File: src/rtl/switch_debounce_pair_pkg.sv
// Shared constants and types for the board's switch-facing logic.
// Other switch-handling blocks reuse the clock frequency and default
// debounce window defined here.
package switch_debounce_pair_pkg;

  // Board oscillator frequency.
  localparam int CLK_FREQ_HZ = 25_000_000;

  // Debounce window length in milliseconds.
  localparam int DEBOUNCE_MS = 10;

  // Default debounce window in clock cycles (10 ms at 25 MHz = 250000).
  localparam int DEFAULT_DEBOUNCE_LIMIT = (CLK_FREQ_HZ / 1000) * DEBOUNCE_MS;

  // Counter width large enough for the default window.
  localparam int DEFAULT_CNT_W = 18;

  // Debounce state of one channel. It is not stored anywhere: it is
  // decoded from whether the synchronized input matches the stable level.
  typedef enum logic {
    DB_STABLE  = 1'b0,
    DB_PENDING = 1'b1
  } db_state_e;

  // True when a counter of 'width' bits can hold every value 0..limit-1.
  function automatic bit cnt_fits(input int limit, input int width);
    return (longint'(1) << width) >= longint'(limit);
  endfunction

endpackage

File: src/rtl/switch_debounce_pair_debounce_channel.sv
// One switch conditioner: 2-flop synchronizer, hold-time counter,
// stable level and a registered output stage that produces the
// level together with its one-cycle rise/fall pulses.
module debounce_channel
  import switch_debounce_pair_pkg::*;
#(
  parameter int DEBOUNCE_LIMIT = DEFAULT_DEBOUNCE_LIMIT,
  parameter int CNT_W          = DEFAULT_CNT_W
) (
  input  logic i_clk,
  input  logic i_rst,
  input  logic i_switch,
  output logic o_switch,
  output logic o_rise,
  output logic o_fall
);

  // Last count value before the new level is accepted.
  localparam logic [CNT_W-1:0] CNT_LAST = CNT_W'(DEBOUNCE_LIMIT - 1);

  logic             s1_reg;
  logic             s2_reg;
  logic             stable_reg;
  logic             stable_next;
  logic [CNT_W-1:0] cnt_reg;
  logic [CNT_W-1:0] cnt_next;
  logic             out_reg;
  logic             rise_reg;
  logic             fall_reg;
  db_state_e        state;

  // Two-flop synchronizer for the raw asynchronous switch.
  always_ff @(posedge i_clk) begin
    if (i_rst) begin
      s1_reg <= 1'b0;
      s2_reg <= 1'b0;
    end else begin
      s1_reg <= i_switch;
      s2_reg <= s1_reg;
    end
  end

  // Decode state from the stable level and compute the next count/level.
  // Any return to the stable value clears the count, so bounces never
  // accumulate toward the limit.
  always_comb begin
    stable_next = stable_reg;
    cnt_next    = '0;
    state       = (s2_reg == stable_reg) ? DB_STABLE : DB_PENDING;
    case (state)
      DB_STABLE: begin
        cnt_next = '0;
      end
      DB_PENDING: begin
        if (cnt_reg == CNT_LAST) begin
          stable_next = s2_reg;
          cnt_next    = '0;
        end else begin
          cnt_next = cnt_reg + 1'b1;
        end
      end
      default: begin
        cnt_next = '0;
      end
    endcase
  end

  // Counter and stable-level registers.
  always_ff @(posedge i_clk) begin
    if (i_rst) begin
      cnt_reg    <= '0;
      stable_reg <= 1'b0;
    end else begin
      cnt_reg    <= cnt_next;
      stable_reg <= stable_next;
    end
  end

  // Output stage: the level and its edge pulse appear in the same cycle.
  always_ff @(posedge i_clk) begin
    if (i_rst) begin
      out_reg  <= 1'b0;
      rise_reg <= 1'b0;
      fall_reg <= 1'b0;
    end else begin
      out_reg  <= stable_reg;
      rise_reg <= stable_reg & ~out_reg;
      fall_reg <= ~stable_reg & out_reg;
    end
  end

  assign o_switch = out_reg;
  assign o_rise   = rise_reg;
  assign o_fall   = fall_reg;

endmodule

File: src/rtl/switch_debounce_pair.sv
// Two-channel switch conditioner feeding the LED demux select lines.
// Both channels are independent debouncers; the top only forms the
// 2-bit select and its change strobe, so the select updates in one step
// even when both channels flip together.
module switch_debounce_pair
  import switch_debounce_pair_pkg::*;
#(
  parameter int DEBOUNCE_LIMIT = DEFAULT_DEBOUNCE_LIMIT,
  parameter int CNT_W          = DEFAULT_CNT_W
) (
  input  logic       i_clk,
  input  logic       i_rst,
  input  logic       i_switch_1,
  input  logic       i_switch_2,
  output logic       o_switch_1,
  output logic       o_switch_2,
  output logic       o_rise_1,
  output logic       o_fall_1,
  output logic       o_rise_2,
  output logic       o_fall_2,
  output logic [1:0] o_sel,
  output logic       o_sel_change
);

  logic [1:0] raw;
  logic [1:0] level;
  logic [1:0] rise;
  logic [1:0] fall;

  assign raw = {i_switch_2, i_switch_1};

  // One conditioner per switch; bit 0 is switch 1, bit 1 is switch 2.
  generate
    for (genvar gi = 0; gi < 2; gi++) begin : g_ch
      debounce_channel #(
        .DEBOUNCE_LIMIT (DEBOUNCE_LIMIT),
        .CNT_W          (CNT_W)
      ) u_ch (
        .i_clk    (i_clk),
        .i_rst    (i_rst),
        .i_switch (raw[gi]),
        .o_switch (level[gi]),
        .o_rise   (rise[gi]),
        .o_fall   (fall[gi])
      );
    end
  endgenerate

  assign o_switch_1 = level[0];
  assign o_switch_2 = level[1];
  assign o_rise_1   = rise[0];
  assign o_fall_1   = fall[0];
  assign o_rise_2   = rise[1];
  assign o_fall_2   = fall[1];

  // Select is the pair of debounced levels; the strobe marks any edge.
  assign o_sel        = level;
  assign o_sel_change = |{rise, fall};

endmodule

File: config.mk
export PLATFORM = sky130hd
export DESIGN_NAME = switch_debounce_pair
export DESIGN_NICKNAME = d
export VERILOG_FILES = /design/src/rtl/switch_debounce_pair_pkg.sv /design/src/rtl/switch_debounce_pair_debounce_channel.sv /design/src/rtl/switch_debounce_pair.sv
export SDC_FILE = /design/constraint.sdc
export NUM_CORES = 1
export LEC_CHECK = 0
export ABC_CLOCK_PERIOD_IN_PS = 1600
export CAP_MARGIN = 40
export CORE_ASPECT_RATIO = 0.8
export CORE_UTILIZATION = 45
export DETAILED_ROUTE_END_ITERATION = 12
export PLACE_DENSITY = 0.71
export SLEW_MARGIN = 20
export SYNTH_ARGS = -nofsm -noshare
export SYNTH_HDL_FRONTEND = slang
export SYNTH_HIERARCHICAL = 1
export SYNTH_SLANG_ARGS = --single-unit
export TNS_END_PERCENT = 20
File: constraint.sdc
create_clock -name i_clk -period 1.6 [get_ports i_clk]
set_clock_uncertainty 0.05 [all_clocks]
set_input_delay 0.24 -clock i_clk [delete_from_list [all_inputs] [get_ports i_clk]]
set_output_delay 0.24 -clock i_clk [all_outputs]
set_load 0.01 [all_outputs]
==> impl_metrics.json, run 1 <==
{
  "die_y_um": 64.68,
  "worstMarginPinSlew_ns": 0.3842,
  "relSlewSlack_pct": 74.15,
  "die_w_um": 80.35,
  "ant_nets": 0,
  "rows": 22,
  "clock-root-buffer": "clkbuf_8",
  "seq_area_frac_synth_pct": 43.49,
  "holdPathStages": 1,
  "status": "finished clean",
  "cts_tree": "built",
  "syn_area_um2": 2210,
  "seq_power_share_pct": 55.3,
  "ff2ff_path_depth": 6,
  "clockPowerShare_pct": 42.3,
  "hold_viol": 0,
  "p_leak_nw": 0.9054,
  "async_flop_share_pct": 0,
  "largest_reg_flops": 36,
  "cts_buffer_depth": 2,
  "fin_tns_setup_ns": 0,
  "routed-via-count": 1634,
  "final-seq-area_um2": 980.9,
  "fin_nets": 262,
  "final_max_slew_viol_count": 0,
  "grt_pass1_wl_um": 6900,
  "drc_errors": 0,
  "pre_cts_slack_ns": -0.005761,
  "hp-class": "reg -> reg",
  "power_density_nw_per_um2": 796.0,
  "critPathLaunchType": "flip-flop",
  "syn_avg_cell_area_um2": 9.821,
  "ys_types": 33,
  "numCtsBuffers": 5,
  "required_ns": 1.75,
  "setup_viol": 0,
  "power_mw": 2.168,
  "wl_per_cell_um": 12.77,
  "routabilityCongestion": 0.8173,
  "grt_max_degree": 18,
  "grt_overflow": 0,
  "fmax_mhz": 629.0,
  "grt_pass1_vias": 1486,
  "multi_input_area_um2": 1185,
  "cts-hold-fix-buffers": 0,
  "h-tree-depth": 2,
  "cp_max_fo": 8,
  "track_usage_pct": 17.59,
  "setup_ws_ns": 0.01006,
  "io_pins": 13,
  "area_growth_pct": 23.27,
  "placed_area_um2": 2482,
  "drive_gt1_share_pct": 32.68,
  "port_buffers": 12,
  "critPathArrivalTime_ns": 1.74,
  "synth_nets": 231,
  "rsz0062_at_grt": "yes",
  "fin_cells": 317,
  "swShare_pct": 19.92,
  "start_util_pct": 47.50,
  "end_kind": "flip-flop",
  "clk_latency_ns": 0.30,
  "coreArea_um2": 4652,
  "drtPass1Iterations": 4,
  "n_fill_cell": 403,
  "routed_wl_um": 4049,
  "vdd.ir_drop.worst_mv": 0.6098,
  "cts_sinks": 48,
  "post-route-min-period_ns": 1.590,
  "drv_cap": 0,
  "finalCritPeriodShare_pct": 99.37,
  "design_area_um2": 2724,
  "rrSetupSlack_ns": 0.01,
  "p_switching_uw": 431.9,
  "ys_ff_latch": 48,
  "dieArea_um2": 5196,
  "ys.flop_type": "dfxtp_1",
  "final_common_cell": "dfxtp_1",
  "synthCells": 225,
  "ys_warn_count": 6,
  "layout_common_cells": "36 x dfxtp_1, 20 x buf_4, 20 x nor2_2",
  "dp_cells": 304,
  "crit_type": "reg -> reg",
  "antenna_found_initial": 0,
  "routed_via_density": 5.155,
  "intPower_mw": 1.736,
  "antenna_cells": 0,
  "dp_hpwl_um": 2812,
  "cts.clk_slew.worst_paths_ns": 0.09,
  "comb_power_share_pct": 2.4,
  "synth_edf_count": 0,
  "drt_iter0_drc": 100
}
[cell families after synthesis]
logic type | share of synthesized area, %
flip-flops | 43.49
AO/OA/AOI/OAI | 4.303
XOR/XNOR | 11.89
multiplexers | 0.9060
buffers and inverters | 4.983
AND/OR/NAND/NOR | 33.29
adder cells (fa/ha/maj) | 1.132
[layout make-up]
class	instances	area share, %
repair buffers	36	12.45
multi-input cells	159	43.50
clock buffers	6	3.032
clock inverters	2	1.424
flip-flops and latches	48	36.01
well taps	60	2.756
inverters	6	0.8268
[what timing repair did]
action,4_1_cts,5_1_grt
pin swaps,0,12
gates resized for setup,4,27
cloned,0,2
endpoints found under the hold margin,0,0
endpoints found under the setup margin,1,37
setup buffers,0,3
[stage by stage]
stage / hold slack, ns / util (%)
global placement: 0.3673 / 53.36
floorplan: 0.2616 / -
CTS: 0.3957 / 55.86
global route: 0.4005 / 58.55
finish: 0.3816 / 58.55
detailed placement: 0.3739 / 53.36
[cells in the mapped netlist, drive strengths merged, types with 6 or more instances]
| library cell | instances | area, µm² |
|---|---|---|
| xnor2 | 12 | 105.1 |
| buf | 10 | 80.07 |
| nor2 | 34 | 177.7 |
| nor4 | 8 | 80.08 |
| dfxtp | 48 | 960.9 |
| xor2 | 18 | 157.7 |
| inv | 6 | 22.52 |
| nand2 | 8 | 35.03 |
| and4 | 6 | 52.55 |
| nand3 | 12 | 60.06 |
| nand4 | 16 | 100.1 |
[path summary, 6_finish.rpt]
| path | from | end |
|---|---|---|
| worst max-delay path | g_ch[1].u_ch/cnt_reg[8] | g_ch[1].u_ch/cnt_reg[12] |
| worst min-delay path | g_ch[1].u_ch/cnt_reg[0] | g_ch[1].u_ch/cnt_reg[0] |
| worst max register to register | g_ch[1].u_ch/cnt_reg[8] | g_ch[1].u_ch/cnt_reg[12] |
| worst min register to register | g_ch[1].u_ch/cnt_reg[0] | g_ch[1].u_ch/cnt_reg[0] |
[metal layers]
metal | part of all wire [%] | track usage (%) | vias to the layer above
met5 | 0 | 0 | -
met4 | 1.8 | 7.366 | 0
met3 | 4.9 | 5.493 | 6
met2 | 40 | 23.52 | 33
met1 | 53 | 25.59 | 759
li1 | - | - | 836
[critical path, cell delays in order, from the launching register on]
cell	delay, ns
dfxtp_4	0.37
nor4_4	0.27
nand2_2	0.12
o41ai_4	0.28
buf_4	0.19
clkbuf_16	0.16
nor2_2	0.04
[power groups by stage]
stage | combinational, mW | sequential (mW) | clock [mW]
global placement | 0.0448 | 1.23 | 0
CTS | 0.0454 | 1.20 | 0.948
finish | 0.0523 | 1.20 | 0.917
detailed placement | 0.0452 | 1.23 | 0
global route | 0.0568 | 1.20 | 0.998
floorplan | 0.0221 | 1.23 | 0
(Power assumes the default switching activity.)
==> inputs of run 2 (changes only) <==
--- a/config.mk
+++ b/config.mk
@@ -10,10 +10,9 @@
 export CORE_ASPECT_RATIO = 0.8
 export CORE_UTILIZATION = 45
 export DETAILED_ROUTE_END_ITERATION = 12
-export PLACE_DENSITY = 0.71
+export PLACE_DENSITY = 0.72
 export SLEW_MARGIN = 20
 export SYNTH_ARGS = -nofsm -noshare
 export SYNTH_HDL_FRONTEND = slang
-export SYNTH_HIERARCHICAL = 1
 export SYNTH_SLANG_ARGS = --single-unit
 export TNS_END_PERCENT = 20
==> run 2 against run 1 <==
The run now ends with setup timing left. Non-clock buffer count is 20 higher. Via count rose by 6.6%. Flip-flop and latch count did not move. Die area shrank 8.3%. Clock-buffer cell count grew 2. Sequential power about the same. Combinational power fell by 15%. First-iteration DRC count grew 37%. Critical path type unchanged. Setup slack lost 0.026 ns. Fmax decreased by 1.6%. Total power down 7.9%. Utilization increased by 5.6 points.
==> impl_metrics.json, run 2 <==
{
  "cts-hold-fix-buffers": 0,
  "finalCritPeriodShare_pct": 101.0,
  "grt_use_met1_pct": 25.22,
  "grt_overflow": 0,
  "routed_via_density": 5.169,
  "area_growth_pct": 35.05,
  "port_buffers": 12,
  "h-tree-depth": 2,
  "worstMarginPinSlew_ns": 0.4507,
  "top_usage_layer": "met2",
  "syn_avg_cell_area_um2": 9.143,
  "rows": 21,
  "use_met2_pct": 31.12,
  "cts_buffer_depth": 2,
  "track_usage_pct": 19.53,
  "antenna_cells": 0,
  "cts_tree": "built",
  "final_max_slew_viol_count": 0,
  "clock-root-buffer": "clkbuf_8",
  "required_ns": 1.74,
  "use_met3_pct": 4.088,
  "final-seq-area_um2": 984.7,
  "synthCells": 221,
  "clk_latency_ns": 0.31,
  "final_common_cell": "nor2_1",
  "ys_ff_latch": 48,
  "hold_viol": 0,
  "die_w_um": 76.92,
  "status": "finished, violations left",
  "violations": "setup timing",
  "coreArea_um2": 4257,
  "ant_nets": 0,
  "drtPass1Iterations": 4,
  "async_flop_share_pct": 0,
  "syn_area_um2": 2021,
  "fin_util_pct": 64.11,
  "multi_input_area_um2": 1091,
  "n_fill_cell": 353,
  "rsz0062_at_grt": "yes",
  "drc_errors": 0,
  "largest_reg_flops": 36,
  "hold_path.startpoint": "g_ch[0].u_ch.s1_reg",
  "routed-via-count": 1742,
  "setup_viol": 7,
  "grt_max_degree": 14,
  "post-route-min-period_ns": 1.616,
  "dieArea_um2": 4764,
  "power_density_nw_per_um2": 731.6,
  "synth_common_cells": "48 x dfxtp_1, 43 x nor2_1, 28 x xnor2_1",
  "seq_area_frac_synth_pct": 47.55,
  "drt_iter0_drc": 137,
  "crit_type": "reg -> reg",
  "drv_cap": 0,
  "power_mw": 1.997,
  "p_leak_nw": 0.8982,
  "critPathLaunchType": "flip-flop",
  "cts.clk_slew.worst_paths_ns": 0.09,
  "fin_nets": 285,
  "design_area_um2": 2729,
  "grt_pass1_vias": 1610,
  "placed_area_um2": 2519,
  "cts_sinks": 48,
  "startpoint": "g_ch[1].u_ch.cnt_reg[11]",
  "synth_edf_count": 0,
  "grt_pass1_wl_um": 7100,
  "hp-class": "reg -> reg",
  "start_util_pct": 47.47,
  "wl_per_cell_um": 13.02,
  "vdd.ir_drop.worst_mv": 0.8634,
  "yosys.area.top_type": "dfxtp_1",
  "synth_nets": 227,
  "routed_wl_um": 4388,
  "yosysMostFrequentCell": "dfxtp_1",
  "fmax_mhz": 618.8,
  "critPathArrivalTime_ns": 1.76,
  "relSlewSlack_pct": 69.67,
  "ys.flop_type": "dfxtp_1",
  "die_y_um": 61.94,
  "drive_gt1_share_pct": 28.57,
  "dp_hpwl_um": 3110,
  "setup_ws_ns": -0.01605,
  "synth_top_area_share_pct": 47.55,
  "r2r_start": "g_ch[1].u_ch.cnt_reg[11]",
  "layout_common_cells": "43 x nor2_1, 39 x buf_4, 35 x dfxtp_1",
  "routabilityCongestion": 0.8272,
  "ys_warn_count": 0,
  "numCtsBuffers": 5,
  "end_kind": "flip-flop",
  "ys_types": 31,
  "antenna_found_initial": 0,
  "synth.area.top_cells": "dfxtp_1 48%, xnor2_1 12%, nor2_1 8.0%, nor4_1 4.3%, nand3_1 2.7%",
  "io_pins": 13,
  "cp_max_fo": 7
}
-- run 2: changes by cell type after synthesis, sizes merged, moves of 4 or more --
cell	previous run	this run
and4	6	0
nor4	8	14
xnor2	12	28
nor2	34	43
xor2	18	2
buf	10	4
and3	4	0
nand4	16	9
nor3	4	8
-- run 2: what timing repair did --
action                     4_1_cts  5_1_grt
cloned                           0        1
setup endpoints to repair       39       38
buffers inserted                 0        0
pin swaps                        7        5
resized for setup               23       13
hold endpoints to repair         0        0
-- run 2: layout make-up --
cell class                      count  area share (%)
Clock buffer                        8           3.301
Multi-Input combinational cell    159           39.98
Sequential cell                    48           36.08
Timing Repair Buffer               56           16.78
Tap cell                           57           2.613
Inverter                            9           1.238
-- run 2: cells by family after synthesis --
group	share of synthesized area (%)
multiplexers	0.9908
AO/OA/AOI/OAI	4.582
buffers and inverters	3.219
XOR/XNOR	13.00
AND/OR/NAND/NOR	29.41
adder cells (fa/ha/maj)	1.238
flip-flops	47.55
-- run 2: per-stage QoR --
step | setup WS [ns] | instances | hold WS [ns] | TNS (ns)
after global routing | -0.2014 | 337 | 0.4164 | -3.916
after detailed placement | -0.1478 | 328 | 0.3865 | -2.017
after global placement | -0.07318 | 328 | 0.3664 | -0.5229
after CTS | -0.02232 | 336 | 0.4048 | -0.02232
after floorplan | -0.1067 | 221 | 0.3182 | -1.776
final | -0.01605 | 337 | 0.4051 | -0.06816
-- run 2: layer usage --
metal | share of wire, % | vias up
met5 | 0 | -
met4 | 1.9 | 0
met3 | 4.9 | 7
met2 | 45 | 34
met1 | 48 | 821
li1 | - | 880
-- run 2: path summary, 6_finish.rpt --
kind	endpoint	slack, ns	cells past startpoint
max	g_ch[1].u_ch.cnt_reg[16]	-0.02	5
min	g_ch[0].u_ch.s2_reg	0.41	1
max reg2reg	g_ch[1].u_ch.cnt_reg[16]	-0.02	5
min reg2reg	g_ch[0].u_ch.s2_reg	0.41	1
-- run 2: report_power, final --
part | internal, mW | leakage (nW) | switching [mW] | total (mW)
logic | 0.0253 | 0.458 | 0.0191 | 0.0445
clock network | 0.353 | 0.0455 | 0.401 | 0.755
registers | 1.19 | 0.395 | 0.00315 | 1.20
-- run 2: worst max-delay path: stages (launching register included) --
cell and delay [ns]:
dfxtp_1 0.35, nor4_1 0.32, nand4_1 0.22, o41ai_4 0.30
buf_4 0.22, a21oi_1 0.04
==> inputs of run 3 (changes only) <==
--- a/config.mk
+++ b/config.mk
@@ -6,11 +6,13 @@
 export NUM_CORES = 1
 export LEC_CHECK = 0
 export ABC_CLOCK_PERIOD_IN_PS = 1600
-export CAP_MARGIN = 40
+export CAP_MARGIN = 20
+export CELL_PAD_IN_SITES_DETAIL_PLACEMENT = 1
+export CELL_PAD_IN_SITES_GLOBAL_PLACEMENT = 2
 export CORE_ASPECT_RATIO = 0.8
-export CORE_UTILIZATION = 45
+export CORE_UTILIZATION = 33
 export DETAILED_ROUTE_END_ITERATION = 12
-export PLACE_DENSITY = 0.72
+export PLACE_DENSITY = 0.8
 export SLEW_MARGIN = 20
 export SYNTH_ARGS = -nofsm -noshare
 export SYNTH_HDL_FRONTEND = slang
==> run 3 against run 2 <==
Hold slack worse by 0.011 ns. Highest routed layer unchanged. The run still ends with setup timing left. Wire length increased by 13%. Combinational power decreased by 5.6%. Utilization is 18 points lower.
==> impl_metrics.json, run 3 (synthesis gave the netlist of run 2 again) <==
{
  "power_mw": 1.967,
  "clock-root-buffer": "clkbuf_8",
  "numCtsBuffers": 5,
  "cts_buffer_depth": 2,
  "required_ns": 1.75,
  "grt_pass1_wl_um": 8321,
  "rsz0062_at_grt": "yes",
  "grt_max_degree": 16,
  "fin_tns_setup_ns": -1.207,
  "violations": "setup timing",
  "cts_sinks": 48,
  "hold_ws_ns": 0.3946,
  "p_leak_nw": 0.8866,
  "grt_pass1_vias": 1715,
  "critPathArrivalTime_ns": 1.82,
  "die_y_um": 71.99,
  "coreArea_um2": 5912,
  "end_kind": "flip-flop",
  "crit_type": "reg -> reg",
  "ant_nets": 0,
  "seq_power_share_pct": 61.1,
  "cts_tree": "built",
  "antenna_cells": 0,
  "grt_overflow": 0,
  "routed-via-count": 1706,
  "relSlewSlack_pct": 71.73,
  "clk_latency_ns": 0.30,
  "rows": 25,
  "vdd.ir_drop.worst_mv": 0.3478,
  "drtPass1Iterations": 4,
  "layout_common_cells": "43 x nor2_1, 40 x buf_4, 37 x dfxtp_1",
  "largest_reg_flops": 36,
  "track_usage_pct": 17.22,
  "final_common_cell": "nor2_1",
  "start_util_pct": 34.18,
  "hp-class": "reg -> reg",
  "drv_cap": 0,
  "dp_hpwl_um": 3729,
  "worstMarginPinSlew_ns": 0.4201,
  "post-route-min-period_ns": 1.677,
  "cts.clk_slew.worst_paths_ns": 0.09,
  "setup_ws_ns": -0.07651,
  "clockPowerShare_pct": 36.8,
  "fmax_mhz": 596.5,
  "status": "finished, violations left",
  "wl_per_cell_um": 13.80,
  "io_pins": 13,
  "hold_viol": 0,
  "port_buffers": 12,
  "antenna_found_initial": 0,
  "h-tree-depth": 2,
  "finalCritPeriodShare_pct": 104.8,
  "dieArea_um2": 6442,
  "drc_errors": 0,
  "power_density_nw_per_um2": 728.8,
  "fin_nets": 284,
  "cp_max_fo": 8,
  "routabilityCongestion": 0.7484,
  "setup_viol": 19,
  "drive_gt1_share_pct": 27.24,
  "routed_wl_um": 4969,
  "p_switching_uw": 439.9,
  "area_growth_pct": 33.56,
  "final_max_slew_viol_count": 0,
  "fin_util_pct": 45.65,
  "swShare_pct": 22.36,
  "routed_via_density": 4.739,
  "comb_power_share_pct": 2.1,
  "drt_iter0_drc": 62,
  "cts-hold-fix-buffers": 0,
  "die_w_um": 89.49,
  "critPathLaunchType": "flip-flop",
  "intPower_mw": 1.527
}
==> run 3: stage by stage <==
| step | cells | instance area (µm²) | setup slack (ns) |
|---|---|---|---|
| floorplan | 221 | 2038 | -0.1067 |
| global placement | 349 | 2526 | -0.05867 |
| detailed placement | 349 | 2526 | -0.1305 |
| CTS | 360 | 2669 | -0.07117 |
| global route | 360 | 2699 | -0.1626 |
| finish | 360 | 2699 | -0.07651 |
==> run 3: final timing paths <==
check	start	endpoint	slack, ns	cells after the start
setup / recovery	g_ch[1].u_ch.cnt_reg[8]	g_ch[1].u_ch.cnt_reg[3]	-0.08	6
hold reg to reg	g_ch[1].u_ch.cnt_reg[0]	g_ch[1].u_ch.cnt_reg[0]	0.39	1
setup reg to reg	g_ch[1].u_ch.cnt_reg[8]	g_ch[1].u_ch.cnt_reg[3]	-0.08	6
hold / removal	g_ch[1].u_ch.cnt_reg[0]	g_ch[1].u_ch.cnt_reg[0]	0.39	1
==> run 3: power groups by stage <==
stage	registers, mW	logic, mW	clock network, mW
floorplan	1.23	0.0208	0
global placement	1.23	0.0392	0
detailed placement	1.23	0.0400	0
CTS	1.20	0.0424	0.766
global route	1.20	0.0459	0.798
finish	1.20	0.0420	0.724
==> run 3: what timing repair did <==
item | 4_1_cts | 5_1_grt
setup endpoints to repair | 38 | 35
endpoints found under the hold margin | 0 | 0
pin swaps | 5 | 3
resized for setup | 16 | 8
buffers inserted | 3 | 0
==> run 3: final cells by class <==
cell class,count,area (µm²)
flip-flops and latches,48,977.2
inverters,9,33.78
fillers,693,3213
well taps,81,101.3
clock buffers,5,68.82
repair buffers,55,449.2
clock inverters,3,18.77
multi-input cells,159,1050
==> run 3: critical path, cell delays in order, from the launching register on <==
cell,delay (ns)
dfxtp_4,0.38
nor4_4,0.25
nand4_1,0.17
buf_4,0.19
o41ai_4,0.28
buf_6,0.19
nor2_1,0.05
==> run 3: per-layer routing <==
| metal | vias up | wire length [µm] | global-route usage, % |
|---|---|---|---|
| met4 | 0 | 61 | 5.820 |
| met2 | 19 | 2173 | 25.45 |
| met1 | 810 | 2596 | 24.81 |
| li1 | 870 | - | - |
| met3 | 7 | 137 | 3.754 |
| met5 | - | 0 | 0 |
